==> config.mk <==
export PLATFORM = sky130hd
export DESIGN_NAME = axi_riscv_amos_rmw_seq
export DESIGN_NICKNAME = d
export VERILOG_FILES = /design/src/rtl/axi_riscv_amos_rmw_seq.sv
export SDC_FILE = /design/constraint.sdc
export NUM_CORES = 1
export LEC_CHECK = 0
export ABC_AREA = 1
export BUFFER_PORTS_ARGS = -buffer_cell sky130_fd_sc_hd__buf_2
export CAP_MARGIN = 20
export CORE_AREA = 2 2 233 235
export DETAILED_ROUTE_END_ITERATION = 7
export DIE_AREA = 0 0 235 237
export PLACE_DENSITY = 0.51
export SYNTH_ARGS = -nofsm -noshare
export SYNTH_HDL_FRONTEND = slang
export SYNTH_SLANG_ARGS = --single-unit
export TNS_END_PERCENT = 100
==> constraint.sdc <==
create_clock -name clk_i -period 2 [get_ports clk_i]
set_clock_uncertainty 0.15 [all_clocks]
set_input_delay 0 -clock clk_i [delete_from_list [all_inputs] [get_ports clk_i]]
set_output_delay 0 -clock clk_i [all_outputs]
set_load 0.02 [all_outputs]
==> src/rtl/axi_riscv_amos_rmw_seq.sv <==
// Read-modify-write sequencer for one AXI ATOP at a time; optional AMO_SKIP_SILENT_WRITE_EN drops unchanged writes.
// Latency: accept -> rsp_valid_o in 5 cycles with zero-wait memory, 1 cycle for unsupported ATOPs.
// Backpressure: req_ready_o only in IDLE; rsp held until rsp_ready_i; memory phases hold until mem_gnt_i.
module axi_riscv_amos_rmw_seq #(
    parameter int unsigned ADDR_WIDTH = 64,
    parameter int unsigned DATA_WIDTH = 64
) (
    input  logic                  clk_i,
    input  logic                  rst_ni,
    input  logic                  req_valid_i,
    output logic                  req_ready_o,
    input  logic [5:0]            req_atop_i,
    input  logic [ADDR_WIDTH-1:0] req_addr_i,
    input  logic [DATA_WIDTH-1:0] req_operand_i,
    output logic                  rsp_valid_o,
    input  logic                  rsp_ready_i,
    output logic [DATA_WIDTH-1:0] rsp_data_o,
    output logic                  rsp_err_o,
    output logic                  mem_req_o,
    input  logic                  mem_gnt_i,
    output logic                  mem_we_o,
    output logic [ADDR_WIDTH-1:0] mem_addr_o,
    output logic [DATA_WIDTH-1:0] mem_wdata_o,
    input  logic                  mem_rvalid_i,
    input  logic [DATA_WIDTH-1:0] mem_rdata_i,
    input  logic                  mem_err_i,
    output logic [5:0]            alu_op_o,
    output logic [DATA_WIDTH-1:0] alu_operand_a_o,
    output logic [DATA_WIDTH-1:0] alu_operand_b_o,
    input  logic [DATA_WIDTH-1:0] alu_result_i
);

    typedef enum logic [2:0] {
        IDLE    = 3'd0,
        RD_REQ  = 3'd1,
        RD_WAIT = 3'd2,
        WR_REQ  = 3'd3,
        WR_WAIT = 3'd4,
        RESP    = 3'd5
    } state_t;

    state_t state_q;
    logic   returns_old;
    logic   atop_ok;

    // Loads and swap return the old word; stores return zero.
    assign returns_old = (alu_op_o[5:4] == 2'b10) || (alu_op_o == 6'b110000);
    assign atop_ok     = (req_atop_i[5:4] == 2'b01) || (req_atop_i[5:4] == 2'b10) ||
                         (req_atop_i == 6'b110000);
    assign mem_wdata_o = mem_we_o ? alu_result_i : '0;

    always_ff @(posedge clk_i or negedge rst_ni) begin
        if (!rst_ni) begin
            state_q         <= IDLE;
            req_ready_o     <= 1'b0;
            rsp_valid_o     <= 1'b0;
            rsp_err_o       <= 1'b0;
            rsp_data_o      <= '0;
            mem_req_o       <= 1'b0;
            mem_we_o        <= 1'b0;
            mem_addr_o      <= '0;
            alu_op_o        <= '0;
            alu_operand_a_o <= '0;
            alu_operand_b_o <= '0;
        end else begin
            case (state_q)
                IDLE: begin
                    if (req_valid_i && req_ready_o) begin
                        req_ready_o     <= 1'b0;
                        alu_op_o        <= req_atop_i;
                        mem_addr_o      <= req_addr_i;
                        alu_operand_b_o <= req_operand_i;
                        alu_operand_a_o <= '0;
                        if (atop_ok) begin
                            state_q   <= RD_REQ;
                            mem_req_o <= 1'b1;
                            mem_we_o  <= 1'b0;
                        end else begin
                            state_q     <= RESP;
                            rsp_valid_o <= 1'b1;
                            rsp_err_o   <= 1'b1;
                            rsp_data_o  <= '0;
                        end
                    end else begin
                        req_ready_o <= 1'b1;
                    end
                end
                RD_REQ: begin
                    if (mem_gnt_i) begin
                        mem_req_o <= 1'b0;
                        state_q   <= RD_WAIT;
                    end
                end
                RD_WAIT: begin
                    if (mem_rvalid_i) begin
                        alu_operand_a_o <= mem_rdata_i;
                        if (mem_err_i) begin
                            state_q     <= RESP;
                            rsp_valid_o <= 1'b1;
                            rsp_err_o   <= 1'b1;
                            rsp_data_o  <= '0;
                        end else begin
                            state_q  <= WR_REQ;
                            mem_we_o <= 1'b1;
`ifdef AMO_SKIP_SILENT_WRITE_EN
                            // Request withheld one cycle so the ALU sees the registered old word.
                            mem_req_o <= 1'b0;
`else
                            mem_req_o <= 1'b1;
`endif
                        end
                    end
                end
                WR_REQ: begin
                    if (mem_req_o) begin
                        if (mem_gnt_i) begin
                            mem_req_o <= 1'b0;
                            mem_we_o  <= 1'b0;
                            state_q   <= WR_WAIT;
                        end
                    end
`ifdef AMO_SKIP_SILENT_WRITE_EN
                    else if (alu_result_i == alu_operand_a_o) begin
                        mem_we_o    <= 1'b0;
                        state_q     <= RESP;
                        rsp_valid_o <= 1'b1;
                        rsp_err_o   <= 1'b0;
                        rsp_data_o  <= returns_old ? alu_operand_a_o : '0;
                    end else begin
                        mem_req_o <= 1'b1;
                    end
`endif
                end
                WR_WAIT: begin
                    if (mem_rvalid_i) begin
                        state_q     <= RESP;
                        rsp_valid_o <= 1'b1;
                        rsp_err_o   <= rsp_err_o | mem_err_i;
                        rsp_data_o  <= returns_old ? alu_operand_a_o : '0;
                    end
                end
                RESP: begin
                    if (rsp_ready_i) begin
                        rsp_valid_o <= 1'b0;
                        rsp_err_o   <= 1'b0;
                        req_ready_o <= 1'b1;
                        state_q     <= IDLE;
                    end
                end
                default: begin
                    state_q   <= IDLE;
                    mem_req_o <= 1'b0;
                    mem_we_o  <= 1'b0;
                end
            endcase
        end
    end

endmodule

* Word-level counts from Yosys, hierarchy flattened *
Cells that the tools add are included.

operators by class
  equality and inequality tests = 21
  multiplexer cells = 45
  bitwise operators = 3
  reductions and logical operators = 19

operator list
  operator                                                         number
  64-bit 2-to-1 mux                                                9
  64-bit case mux with 3 select lines                              1
  64-bit case mux with 2 select lines                              1
  3-bit 2-to-1 mux                                                 9
  2-bit inequality test, second input constant                     11
  7-bit AND reduction                                              3
  1-bit 2-to-1 mux                                                 19
  3-bit case mux with 6 select lines                               1
  6-bit == test, second input constant                             2
  1-bit case mux with 4 select lines                               3
  6-bit AND reduction                                              2
  3-bit by 2-bit == test with 1-bit output, second input constant  2
  3-bit == test, second input constant                             2
  1-bit case mux with 5 select lines                               1
  2-bit == test, second input constant                             2
  2-bit AND reduction                                              2
  2-bit nonzero test                                               2
  4-bit nonzero test                                               1
  3-bit by 1-bit == test with 1-bit output, second input constant  1
  3-bit logical NOT                                                1
  1-bit logical OR                                                 3
  3-bit AND reduction                                              1
  3-bit nonzero test                                               1
  3-bit OR reduction                                               1
  6 further kinds                                                  7

storage, ports and cells
  flip-flop bits (word level) = 270
  input port bits = 269
  output and inout port bits = 331
  word-level logic and storage cells = 99

* Depth between registers and ports, before layout *
Gate-level depths: netlist of run 1.

  word-level depth = 6
  gate-level depth with buffers = 10
  gate-level depth less buffers = 8

* Worst setup path before layout of run 1 *
Ideal clock, no wire load.

  kind = reg2reg
  start = register state_q[0]
  end = register alu_op_o[3]
  setup time = 0.116 ns
  arrival time = 1.370 ns
  required time = 1.734 ns
  setup slack = 0.364 ns
  cell stages (with the launch flop) = 10
  buffers on the path = 3
  clock period less this slack = 1.636 ns
  cell sequence = dfrtp_1 buf_4 inv_2 nand2_2 nor2_4 nand3_2 buf_2 buf_2 nand2_1 nand2_1

between the ends
  word-level cells in the longest chain between the ends = 2

RTL lines
  what                                  line  RTL
  from (decl)                           42    state_t state_q;
  from (signal assigned)                54    state_q <= IDLE;
  from (signal assigned)                75    state_q <= RD_REQ;
  from (signal assigned)                79    state_q <= RESP;
  3-bit logical NOT                     66    case (state_q)
  2-bit AND reduction (no source line)  n/a
  to (signal assigned)                  70    alu_op_o <= req_atop_i;
  to (decl)                             27    output logic [5:0] alu_op_o,

Every way passes these cells.
A chain may end at the register's enable or synchronous reset.

* Worst setup path in the final report of run 1 *
  start = register state_q[2]
  end = register mem_addr_o[22]

between the ends
  word-level cells in the longest chain between the ends = 2

RTL lines
  what                                  line  RTL
  3-bit logical NOT                     66
  2-bit AND reduction (no source line)  n/a
  to (signal assigned)                  71    mem_addr_o <= req_addr_i;
  to (decl)                             22    output logic [ADDR_WIDTH-1:0] mem_addr_o,

Every way passes these cells.

==> impl_results.md, run 1 <==
* Die W at ~240 um
* Post-synth EDFFs at 0
* Post-detailed-route DRC marker count at 0
* Worst hold slack at between 0.04 and 0.05 ns
* MaxCap Viol Count at 0
* Crit-path cells: inv_2 -> nand2_2 -> nor2_4 -> nand3_4 -> buf_16 -> nand2_1 -> nand2_1
* Switching Share at a little over two fifths
* Seq/Total Area, Yosys at approximately 57%
* R2R Setup Slk at 0.03 ns
* Critical Setup Path Class: reg2reg
* Pin count of the biggest net entering global routing at 133
* Overall overflow remaining after global route at 0
* Number of buffers inserted during clock tree synthesis at 36
* Placed instance count at 2726
* Number of cells traversed by the worst hold path at 4
* # fillers at between 5000 and 6000
* Die span in y at roughly 240 um
* Count of routing violations after the opening detailed-route iteration at 742
* Number of global-route vias before repair at 13300
* DRT Pass-1 Iters at 5
* Num rows at 85
* CTS tree: built
* Initial Utilization at 22.3%
* Via count of the routed design at 12900
* Average cell area after synthesis at 7.92 um^2
* Slowest stage cell, crit path: sky130_fd_sc_hd__dfrtp_1
* Nature of the critical path endpoint: register
* Met2 wire length at 24300 um
* I/O Pins at 600
* Worst slew margin relative to its limit at 49.2%
* Status: completed
* Share of total power in combinational logic at between 40% and 50%
* Distinct cell type count of the synthesized netlist at 22
* Number of antenna violations at the first check in global routing at 1
* Top-area cell type share of the netlist area at 56.9%
* Worst path arrival time at 2.23 ns
* Num Clock Sinks at 270
* Share of power burned in the clock network at 25.1%
* Clock latency on the worst-skew pair at 0.54 ns
* Net count reported at finish at approximately 2500
* Post-Synthesis Cells at between 1000 and 1500
* Net count of the mapped netlist at between 1500 and 2000
* Standby leakage power at around 11 nW
* Final instance area at 0.0190 mm^2
* Worst stage delay on the critical path at 0.48 ns
* # Post-CTS Setup Buffers at 0
* Area leader, netlist: sky130_fd_sc_hd__dfrtp_1
* Most common library cells after synthesis: sky130_fd_sc_hd__nand2_1 (744), sky130_fd_sc_hd__dfrtp_1 (270), sky130_fd_sc_hd__nand3_1 (145)
* Cell types occupying the most area after synthesis: sky130_fd_sc_hd__dfrtp_1 (57%), sky130_fd_sc_hd__nand2_1 (24%), sky130_fd_sc_hd__nand3_1 (6.1%), sky130_fd_sc_hd__o21ai_0 (3.1%), sky130_fd_sc_hd__nor2_1 (2.4%)
* Total wirelength of the detailed-routed design at 49400 um
* Power density over cell area at 1420 mW/mm^2
* Total net switching power at 11.8 mW
* Period Utilization, post-route at between 90% and 100%
* Critical path's most frequent cell: sky130_fd_sc_hd__nand2_1
* Count of yosys warnings during synthesis at 0
* HPWL after detailed placement at 34500 um
* Setup crit start kind: register
* Hold Path Class: in2reg
* Tmin final at 1.97 ns
* Weighted congestion at the end of routability-driven global placement at 0.933
* Maximum clock rate at 507 MHz
* Final Setup Violations at 0
* Uppermost signal routing layer after detailed routing: met4
* Depth of the worst register-to-register path at 7
* Total GRT Usage at 17.5%
* Layout-stage area growth over the synthesis result at 60.1%
* Placed Area at 0.0157 mm^2
* Mean number of vias per cell at 4.30
* Wire length on met3 at 3180 um
* Min-delay src: req_operand_i[17]
* Root buf cell: sky130_fd_sc_hd__clkbuf_16
* WL/cell at roughly 16 um
* Least-Margin Pin Slew at between 0.7 and 0.8 ns
* Dominant cell by count in the synthesized netlist: sky130_fd_sc_hd__nand2_1
* Worst flop-to-flop path endpoint: mem_addr_o[22]
* Hold Crit Endpoint: alu_operand_b_o[17]
* Clock edge transition at the registers on the reported setup and hold paths at 0.06 ns
* Internal power contribution at 15.2 mW
* Required time at the worst-slack endpoint at 2.26 ns
* DIE AREA at 0.0557 mm^2
* Sequential fraction of design power at 32.1%
* Largest fanout of any net on the critical path at 132
* Number of antenna-violating nets in the routed design at 0
* Core Region at 0.0533 mm^2
* Number of hold violations in the final report at 0
* Predominant post-synthesis flop cell: sky130_fd_sc_hd__dfrtp_1
* Fraction of synthesis flops using an asynchronous set or reset pin at 100%
* Netlist area before placement at 0.0119 mm^2
* Number of buffer cells added on primary ports at ~600
* Peak supply drop at 797 uV
* Final cell count without fillers at approximately 3000
* Critical register-to-register path startpoint: state_q[2]
* Number of register bits inferred by synthesis at 270
* Wire length of the first global-routing pass at 76800 um
* Routed met1 length at 19400 um
* Maximum level of the CTS H-tree at 2
* Proportion of layout cells with a drive suffix above 1 at 30.7%
* Buffer levels on the longest clock path at 3
* Max Transition Viols Final at 0
worst max path at each step:
stage / from / endpoint / slack (ns) / depth (start not counted)
floorplan: state_q[0] / alu_op_o[3] / 0.36 / 9
global placement: state_q[0] / rsp_valid_o / 0.09 / 8
detailed placement: state_q[0] / rsp_valid_o / 0.03 / 8
CTS: state_q[0] / rsp_valid_o / 0.01 / 8
global route: state_q[2] / rsp_valid_o / -0.002 / 8
finish: state_q[2] / mem_addr_o[22] / 0.03 / 7
flip-flops by register name, indices dropped and copies added, names as in the netlist:
| name | count |
|---|---|
| rsp_valid_o | 1 |
| alu_operand_a_o | 64 |
| alu_operand_b_o | 64 |
| mem_req_o | 1 |
| alu_op_o | 6 |
| rsp_data_o | 64 |
| state_q | 3 |
| req_ready_o | 1 |
| rsp_err_o | 1 |
| mem_addr_o | 64 |
| mem_we_o | 1 |
layer usage:
metal	vias to the layer above	GRT usage [%]
met5	-	0
met4	0	8.90
met3	126	4.53
met2	502	30.0
met1	6068	20.0
li1	6175	-
through the flow:
step	worst slack (ns)	setup TNS [ns]	util (%)	total power, mW
floorplan	0.364	0	-	15.4
global placement	0.0887	0	29.4	19.9
detailed placement	0.0292	0	29.4	20.0
CTS	0.0119	0	35.6	27.3
global route	-0.00152	-0.00152	35.7	28.8
finish	0.0290	0	35.7	27.0
critical path, delay by kind of cell, from the launching register on:
kind          cells  cell delay [ns]
simple gates      5             0.64
buf+inv           2             0.38
flops             1             0.48
what timing repair did:
action	in CTS	in global routing
hold buffers	208	0
setup endpoints to repair	0	78
endpoints found under the hold margin	477	0
gates resized for setup	0	6
layout make-up:
type	instances	area [um^2]	share of cell area, %
Antenna cell	2	5.00	0.0263
Clock buffer	47	1020	5.38
Clock inverter	12	214	1.13
Inverter	77	292	1.53
Multi-Input combinational cell	1053	4320	22.7
Sequential cell	270	6760	35.6
Tap cell	696	871	4.58
Timing Repair Buffer	838	5530	29.1
cells by family (layout without fill, tap and decap cells):
group	after synthesis	count (layout)	synth area share, %
AOI/OAI and AO/OA	78	78	3.39
adders and majority gates	1	1	0.105
buffers and inverters	176	974	6.93
DFF	270	270	56.9
other	0	2	0
and+or+nand+nor	974	974	32.7
power by group through the flow:
stage	clock network, mW	registers [mW]	logic, mW
floorplan	0	10.8	4.61
global placement	0	8.69	11.2
detailed placement	0	8.72	11.3
CTS	7.01	8.67	11.7
global route	7.26	8.93	12.6
finish	6.79	8.68	11.5
cells in the final DEF, fill, tap and decap left out, types with 2 or more instances in the layout:
cell type | synthesis | final
sky130_fd_sc_hd__bufinv_16 | 0 | 5
sky130_fd_sc_hd__dlygate4sd3_1 | 0 | 207
sky130_fd_sc_hd__buf_12 | 0 | 13
sky130_fd_sc_hd__nand4_1 | 2 | 2
sky130_fd_sc_hd__buf_4 | 23 | 14
sky130_fd_sc_hd__o21ai_0 | 74 | 74
sky130_fd_sc_hd__clkinv_4 | 0 | 3
sky130_fd_sc_hd__dfrtp_1 | 270 | 267
sky130_fd_sc_hd__inv_2 | 4 | 4
sky130_fd_sc_hd__diode_2 | 0 | 2
sky130_fd_sc_hd__buf_16 | 0 | 2
sky130_fd_sc_hd__clkbuf_1 | 37 | 3
sky130_fd_sc_hd__clkbuf_8 | 0 | 8
sky130_fd_sc_hd__inv_1 | 73 | 72
sky130_fd_sc_hd__a21oi_1 | 2 | 2
sky130_fd_sc_hd__nand2_1 | 744 | 741
sky130_fd_sc_hd__dfrtp_2 | 0 | 3
sky130_fd_sc_hd__buf_2 | 31 | 598
sky130_fd_sc_hd__nor2_4 | 3 | 4
sky130_fd_sc_hd__buf_6 | 5 | 3
sky130_fd_sc_hd__nand3_1 | 145 | 145
sky130_fd_sc_hd__clkbuf_16 | 0 | 36
sky130_fd_sc_hd__nand2_2 | 1 | 4
sky130_fd_sc_hd__nor2_1 | 76 | 76
No activity file was read; power rests on OpenSTA's default activity.
==> run 2, diff against run 1 <==
CORE_AREA = 2 2 236 238   (was 2 2 233 235)
DIE_AREA = 0 0 238 240   (was 0 0 235 237)
PLACE_DENSITY = 0.44   (was 0.51)
SKIP_LAST_GASP = 1   (was not set)
clock period = 1.8 ns   (was 2 ns; I/O delays follow)
==> run 2 against run 1 <==
Net effect:
- register-to-register slack got worse by 0.02 ns
- critical path depth rose by 2
- via count rose by 0.78%
- final cell count rose by 1.9%
- first-iteration DRC count fell by 14%
- setup slack got worse by 0.023 ns
- sequential share of layout area fell by 1.6 points
- sequential power rose by 10%
==> impl_results.md, run 2 (synthesis gave the netlist of run 1 again) <==
* Critical register-to-register path startpoint: state_q[2]
* Tmin final at 1.79 ns (-0.177 ns)
* Number of buffers inserted during clock tree synthesis at 36 (unchanged)
* Worst path arrival time at 2.06 ns (-0.17 ns)
* MaxCap Viol Count at 0 (unchanged)
* Layout-stage area growth over the synthesis result at 67.5%
* Net count reported at finish at 2590 (+1.7%)
* Weighted congestion at the end of routability-driven global placement at 0.821 (-12%)
* Count of routing violations after the opening detailed-route iteration at 640 (-14%)
* Root buf cell: sky130_fd_sc_hd__clkbuf_16
* Number of cells traversed by the worst hold path at 4 (unchanged)
* DRT Pass-1 Iters at 5 (unchanged)
* Hold Crit Endpoint: alu_operand_b_o[11]
* Pin count of the biggest net entering global routing at 133 (unchanged)
* Total negative slack at 0 ns (unchanged)
* Clock latency on the worst-skew pair at 0.53 ns (about the same)
* Min-delay src: req_operand_i[11]
* Proportion of layout cells with a drive suffix above 1 at 32.3% (+1.6 points)
* Die span in y at 240 um (+1.3%)
* Hold Path Class: in2reg
* Peak supply drop at 833 uV (+4.5%)
* Post-detailed-route DRC marker count at 0 (unchanged)
* Critical Setup Path Class: reg2reg
* Num Clock Sinks at 270 (unchanged)
* Final cell count without fillers at 3053 (+1.9%)
* Depth of the worst register-to-register path at 9 (+2)
* WL/cell at 17.3 um (+5.2%)
* Placed Area at 0.0159 mm^2 (+1.5%)
* Worst flop-to-flop path endpoint: rsp_data_o[32]
* Maximum clock rate at 557 MHz (+9.9%)
* Die W at 238 um (+1.3%)
* Total wirelength of the detailed-routed design at 53000 um (+7.2%)
* R2R Setup Slk at 0.006 ns (-0.02 ns)
* Number of antenna violations at the first check in global routing at 5 (+4)
* Worst setup slack before clock tree synthesis at 0.0179 ns (-0.0114 ns)
* Most common cell after layout, fill and taps aside: sky130_fd_sc_hd__nand2_1
* Clock edge transition at the registers on the reported setup and hold paths at 0.06 ns (about the same)
* I/O Pins at 600 (unchanged)
* Buffer levels on the longest clock path at 3 (unchanged)
* Largest fanout of any net on the critical path at 6 (-95%)
* Power density over cell area at 1620 mW/mm^2 (+14%)
* Wire length of the first global-routing pass at 73900 um (-3.8%)
* Period Utilization, post-route at 99.7% (+1.1 points)
* HPWL after detailed placement at 35400 um (+2.6%)
* Number of buffer cells added on primary ports at 599 (unchanged)
* Mean number of vias per cell at 4.25 (-1.1%)
* Worst slew margin relative to its limit at 51.5% (+2.3 points)
* Worst path setup slack after routing at 0.00595 ns (-0.0231 ns)
* CTS tree: built
* Setup crit start kind: register
* Least-Margin Pin Slew at 0.727 ns (-0.0347 ns)
* Via count of the routed design at 13000 (+0.78%)
* Status: completed
* Number of antenna-violating nets in the routed design at 0 (unchanged)
* DIE AREA at 0.0571 mm^2 (+2.6%)
* Initial Utilization at 21.7% (-0.56 points)
* Max Transition Viols Final at 0 (unchanged)
* Placed instance count at 2749 (+0.84%)
* Final Setup Violations at 0 (unchanged)
* Overall overflow remaining after global route at 0 (unchanged)
* Final instance area at 0.0199 mm^2 (+4.6%)
* Highest-count cells in the layout ignoring fill and taps: sky130_fd_sc_hd__nand2_1 (739), sky130_fd_sc_hd__buf_2 (598), sky130_fd_sc_hd__dfrtp_1 (267)
* Setup repair after global routing missed its margin: yes
* Total GRT Usage at 16.7% (-0.77 points)
* Standby leakage power at 11.5 nW (+3.7%)
* Maximum level of the CTS H-tree at 2 (unchanged)
* Num rows at 86 (+1.2%)
* Nature of the critical path endpoint: register
* Required time at the worst-slack endpoint at 2.07 ns (-0.19 ns)
* Core Region at 0.0547 mm^2 (+2.6%)
* Number of hold violations in the final report at 0 (unchanged)
* Number of global-route vias before repair at 12700 (-4.7%)
run 2: changes by cell type in the layout (fill, tap and decap cells not counted), sizes merged, moves of 2 or more:
cell         previous run  this run
dlygate4sd3           207       205
clkinvlp                1         3
buf                   631       663
diode                   2         4
clkinv                  5         7
clkbuf                 47        63
inv                    78        76
run 2: area by class of cell:
type                       count  area (um^2)
sequential                   270         6760
multi-input combinational   1054         4360
tap                          704          881
timing repair buffer         880         6320
clock buffer                  51         1070
timing repair inverter         1         8.76
fill                        5697        34800
inverter                      77          303
clock inverter                12          179
antenna                        4         10.0
run 2: repair_timing:
action | CTS | global route
hold buffers | 205 | 0
endpoints found under the hold margin | 476 | 0
setup buffers | 0 | 14
setup endpoints to repair | 22 | 242
gates cloned | 0 | 18
gates resized for setup | 2 | 42
pin swaps | 0 | 4
run 2: report_power, final:
group / internal (mW) / switching, mW / total (mW) / leakage, nW
Sequential: 8.20 / 1.38 / 9.58 / 3.54
Clock: 4.71 / 2.84 / 7.55 / 0.604
Combinational: 5.41 / 9.74 / 15.2 / 7.37
run 2: worst max path at each step:
| stage | from | end | slack [ns] | cells after the start |
|---|---|---|---|---|
| floorplan | state_q[0] | alu_op_o[3] | 0.16 | 9 |
| global placement | state_q[1] | rsp_data_o[27] | 0.02 | 8 |
| detailed placement | state_q[0] | rsp_data_o[38] | 0.02 | 9 |
| CTS | state_q[0] | rsp_data_o[60] | -0.01 | 9 |
| global route | state_q[2] | rsp_data_o[60] | -0.12 | 8 |
| finish | state_q[2] | rsp_data_o[32] | 0.006 | 9 |
run 2: metal layers:
layer  track usage (%)  wire length, um
met5                 0               11
met3              3.73             3010
met2              30.1            26400
met4              6.67             1890
met1              19.2            21700
run 2: worst max-delay path, stage by stage (launching register included):
cell and delay (ns):
sky130_fd_sc_hd__dfrtp_1 0.39, sky130_fd_sc_hd__buf_6 0.14, sky130_fd_sc_hd__a21oi_1 0.16, sky130_fd_sc_hd__nand2_2 0.10, sky130_fd_sc_hd__nor2_4 0.21, sky130_fd_sc_hd__buf_6 0.14, sky130_fd_sc_hd__nand2_4 0.09, sky130_fd_sc_hd__buf_6 0.17
sky130_fd_sc_hd__nand2_1 0.06, sky130_fd_sc_hd__nand2_1 0.05
run 2: stage by stage:
step	utilization [%]	hold WS, ns	total power, mW
final	36.4	0.0381	32.3
after global routing	36.4	0.0285	34.3
after CTS	35.1	0.00107	30.7
after detailed placement	29.1	-0.133	22.6
after global placement	29.1	-0.146	22.5
after floorplan	-	-0.446	17.1
